$ cat config.mk
export PLATFORM = sky130hd
export DESIGN_NAME = ain_conditioner
export DESIGN_NICKNAME = d
export VERILOG_FILES = /design/src/rtl/ain_conditioner.sv
export SDC_FILE = /design/constraint.sdc
export NUM_CORES = 1
export LEC_CHECK = 0
export ABC_CLOCK_PERIOD_IN_PS = 2500
export BUFFER_PORTS_ARGS = -buffer_cell sky130_fd_sc_hd__buf_2
export CORE_AREA = 2 2 85 95
export DETAILED_ROUTE_END_ITERATION = 12
export DIE_AREA = 0 0 87 97
export SYNTH_ARGS = -nofsm -noshare
export SYNTH_HDL_FRONTEND = slang
export SYNTH_SLANG_ARGS = --single-unit
$ cat constraint.sdc
create_clock -name clk -period 2.5 [get_ports clk]
set_input_delay 0.375 -clock clk [delete_from_list [all_inputs] [get_ports clk]]
set_output_delay 0.375 -clock clk [all_outputs]
set_load 0.01 [all_outputs]
$ cat src/rtl/ain_conditioner.sv
// rtl/ain_conditioner.sv - synchronise, debounce and pair-qualify two raw switch bits into the FSM ain code
module ain_conditioner #(
  parameter int DEBOUNCE_CYCLES = 4,
  parameter int SETTLE_CYCLES   = 2,
  parameter int CNT_W           = 16
) (
  input  logic       clk,
  input  logic       reset,
  input  logic [1:0] raw_in,
  output logic [1:0] ain,
  output logic       ain_chg
);

  localparam logic [CNT_W-1:0] DB_TERM = CNT_W'(DEBOUNCE_CYCLES - 1);
  localparam logic [CNT_W-1:0] ST_TERM = CNT_W'(SETTLE_CYCLES - 1);
  localparam logic [CNT_W-1:0] CNT_ONE = CNT_W'(1);

  logic [1:0]       s1_q, s2_q;
  logic [1:0]       db_q, db_d;
  logic [1:0]       db_dly_q;
  logic [CNT_W-1:0] dcnt_q [2];
  logic [CNT_W-1:0] dcnt_d [2];
  logic [CNT_W-1:0] pcnt_q, pcnt_d;
  logic [1:0]       ain_q, ain_d;
  logic             chg_q, chg_d;

  // Per-bit debounce: a bit must disagree with db for DEBOUNCE_CYCLES straight clocks to flip it
  always_comb begin
    db_d = db_q;
    for (int i = 0; i < 2; i++) begin
      dcnt_d[i] = dcnt_q[i];
      if (s2_q[i] == db_q[i]) begin
        dcnt_d[i] = '0;
      end else if (dcnt_q[i] == DB_TERM) begin
        db_d[i]   = s2_q[i];
        dcnt_d[i] = '0;
      end else begin
        dcnt_d[i] = dcnt_q[i] + CNT_ONE;
      end
    end
  end

  // Pair qualifier: only hand a new code to ain once both debounced bits have stopped moving
  always_comb begin
    ain_d  = ain_q;
    chg_d  = 1'b0;
    pcnt_d = pcnt_q;
    if (db_q == ain_q) begin
      pcnt_d = '0;
    end else if (db_q != db_dly_q) begin
      pcnt_d = '0;
    end else if (pcnt_q == ST_TERM) begin
      ain_d  = db_q;
      chg_d  = 1'b1;
      pcnt_d = '0;
    end else begin
      pcnt_d = pcnt_q + CNT_ONE;
    end
  end

  // State registers: two-flop synchroniser, debounce, pair qualifier and outputs
  always_ff @(posedge clk) begin
    if (reset) begin
      s1_q      <= '0;
      s2_q      <= '0;
      db_q      <= '0;
      db_dly_q  <= '0;
      dcnt_q[0] <= '0;
      dcnt_q[1] <= '0;
      pcnt_q    <= '0;
      ain_q     <= '0;
      chg_q     <= 1'b0;
    end else begin
      s1_q      <= raw_in;
      s2_q      <= s1_q;
      db_q      <= db_d;
      db_dly_q  <= db_q;
      dcnt_q[0] <= dcnt_d[0];
      dcnt_q[1] <= dcnt_d[1];
      pcnt_q    <= pcnt_d;
      ain_q     <= ain_d;
      chg_q     <= chg_d;
    end
  end

  assign ain     = ain_q;
  assign ain_chg = chg_q;

endmodule

==> run_results.csv <==
group,metric,value,unit
outcome,status,"completed",
logic_synthesis,synth_most_common_cell,"dfxtp_1",
sta,setup_viol,0,
global_routing,grt_max_degree,17,
clocking,cts-root-buf,"clkbuf_8",
setup_path,end_kind,"flip-flop",
logic_synthesis,async_reset_ff_share,0,%
drt,drc,0,
layout,antennaDiodeCount,0,
drt,final_antenna_net_count,0,
sta,period_minus_slack,1.83,ns
clocking,cts_tree,"built",
layout,fillers,734,
logic_synthesis,synth_top_family_by_area,"simple AND/OR/NAND/NOR gates",
logic_synthesis,ys_seq_area_share,46.0,%
drt,wire_per_inst,11.7,um
die,die-width,87,um
layout,seqCellArea,1180,sq um
logic_synthesis,yosysTopAreaCell,"dfxtp_1",
setup_path,critical_path.max_fanout,16,
clocking,cts-resized-gates,0,
sta,fin_crit_sh,73.1,%
logic_synthesis,synth_edf_count,0,
logic_synthesis,synth_top_area_share,46.0,%
die,die_area,8440,sq um
setup_path,timing.critical_path.from,"pcnt_q[0]",
logic_synthesis,ys_warn_count,0,
layout,nets,296,
logic_synthesis,synth.area.mux_share,1.66,%
sta,rsz0062_at_grt,"false",
setup_path,rr_startpoint,"pcnt_q[0]",
run,drv_cap,0,
layout,syn2layout_area_growth,10.9,%
global_routing,grt-ovfl-total,0,
sta,tns,0,ns
setup_path,critPathArrivalTime,2.02,ns
logic_synthesis,synth_compound_gate_area_share,1.56,%
clocking,cts.htree.levels,3,
logic_synthesis,synth_seq_cells,59,
setup_path,critPathKind,"flip-flop to flip-flop",
power_and_ir_drop,power.density,638,nW/um^2
die,die_h,97,um
logic_synthesis,synth_fa_ha_area_share,1.95,%
clocking,insertion_delay,0.34,ns
sta,clock.fmax,547,MHz
worst_hold_path,hp-start,"raw_in[1]",
logic_synthesis,synth_common_cells,"dfxtp_1 (59), nor2_1 (51), xor2_1 (25)",
power_and_ir_drop,p_leak,0.961,nW
global_routing,grt_pass1_vias,1763,
logic_synthesis,syn-instance-count,282,
power_and_ir_drop,vdd_ir_drop_max,0.363,mV
setup_path,critical_path_required,2.70,ns
logic_synthesis,ys_types,32,
placement,io_buffers,6,
clocking,cts_num_sinks,59,
logic_synthesis,syn_area_per_cell,9.11,sq um
placement,placed_area,2650,sq um
logic_synthesis,synth.area.top_cells,"dfxtp_1 (46%), xor2_1 (8.5%), nor2_1 (7.5%), xnor2_1 (6.8%), nand4_1 (4.6%)",
layout,stdcell_area,2850,sq um
logic_synthesis,syn_nets,290,
sta,slew_headroom,65.5,%
placement,dp_hpwl,3040,um
logic_synthesis,ys.flop_type,"dfxtp_1",
logic_synthesis,synthesis.area,2570,sq um
layout,final_cells,379,
sta,fin_skew,0.0106,ns
placement,gp_congestion,0.779,
worst_hold_path,whs_path_depth,2,
global_routing,grt_pass1_wl,7940,um
die,core,7390,sq um
clocking,cts_setup_buffers,0,
die,placement_rows,33,
clocking,clk_pin_slew_worst_paths,0.06,ns
sta,slew_violations,0,
drt,via_per_inst,4.98,
worst_hold_path,worstHoldPathType,"input port to flip-flop",
drt,drtIter0Drc,120,
drt,via_count,1886,
logic_synthesis,synthSimpleGateAreaFrac,30.7,%
placement,dp.cells,364,
layout,multiInputGateArea,1320,sq um
logic_synthesis,synth-xor-area-share,15.3,%
sta,worst-slew-pin-transition,0.517,ns
setup_path,ff2ff_path_depth,5,
global_routing,antenna_found_initial,0,
drt,dr.pass1.iters,4,
drt,wirelength,4450,um
clocking,hold_buffers,0,
global_routing,globalRouteTotalUtil,11.9,%
sta,final-hold-violation-count,0,
clocking,cts_made_buffers,9,
setup_path,crit_path_start_kind,"flip-flop",
clocking,cts_buffer_depth,2,
layout,drive_above_1_share,8.56,%
die,start_util,34.8,%
die,io_pins,7,
-- worst max-delay path: stages, from the launching register on --
cell	delay [ns]
dfxtp_1	0.43
ha_1	0.17
nor4b_1	0.30
and4_1	0.25
or3_1	0.44
nor2_1	0.10
-- power breakdown --
| part | leakage, nW | internal [W] | total, W | switching [W] |
|---|---|---|---|---|
| combinational | 0.386 | 0.00000482 | 0.0000137 | 0.00000892 |
| clock | 0.0995 | 0.000508 | 0.000858 | 0.000350 |
| sequential | 0.476 | 0.000944 | 0.000946 | 0.00000188 |
| total | 0.961 | 0.00146 | 0.00182 | 0.000361 |
-- state kept, by name, summed over array words and instances, names as in the netlist --
| signal | count |
|---|---|
| ain_chg | 1 |
| ain | 2 |
| dcnt_q | 32 |
| s1_q | 2 |
| db_dly_q | 2 |
| pcnt_q | 16 |
| s2_q | 2 |
| db_q | 2 |
-- kinds of logic after synthesis --
logic type | after synthesis
flip-flops | 59
XOR/XNOR | 45
adder cells (fa/ha/maj) | 4
multiplexers | 4
AND/OR/NAND/NOR | 148
AO/OA/AOI/OAI | 7
buffers and inverters | 15
-- layout by cell type, fill, tap and decap left out, drive strengths merged --
cell type  netlist  final
buf              7      7
o21ai            2      2
xnor2           20     20
nand2           12     12
bufinv           0      1
nor2            51     51
xor2            25     25
mux2             2      2
inv              3      3
o31ai            1      1
dfxtp           59     59
a21oi            3      3
and4             6      6
clkbuf           5     13
or4              1      1
nor4            11     11
nor4b            3      3
nand2b           1      1
mux2i            2      2
nand4           20     20
and2             2      2
nor3             8      8
o211ai           1      1
nor2b            8      8
or3              3      3
nand3           15     15
nor3b            1      1
and3             6      6
clkinv           0      1
ha               4      4
-- final timing paths --
check	endpoint	slack, ns
max	pcnt_q[7]	0.67
max reg2reg	pcnt_q[7]	0.67
min	s1_q[1]	0.26
min reg2reg	dcnt_q[0][16]	0.44
-- per-layer routing --
metal | wire length [um] | GRT usage [%]
met5 | 0 | 0
met4 | 112 | 7.57
met3 | 107 | 3.07
met2 | 2020 | 17.2
met1 | 2220 | 15.4
-- stage by stage --
stage | total power [W] | hold slack [ns] | util, % | setup WS (ns)
detailed placement | 0.000981 | 0.429 | 35.9 | 0.653
floorplan | 0.000976 | 0.413 | - | 0.853
global placement | 0.000981 | 0.419 | 35.9 | 0.700
CTS | 0.00184 | 0.247 | 38.5 | 0.661
finish | 0.00182 | 0.263 | 38.5 | 0.672
global route | 0.00189 | 0.272 | 38.5 | 0.429
-- layout make-up --
class / count / share of cell area, %
inverters: 3 / 0.395
repair buffers: 7 / 1.32
clock buffers: 13 / 5.58
flip-flops and latches: 59 / 41.5
multi-input cells: 208 / 46.2
well taps: 87 / 3.82
clock inverters: 2 / 1.23
Power figures use the tool's default switching activity.
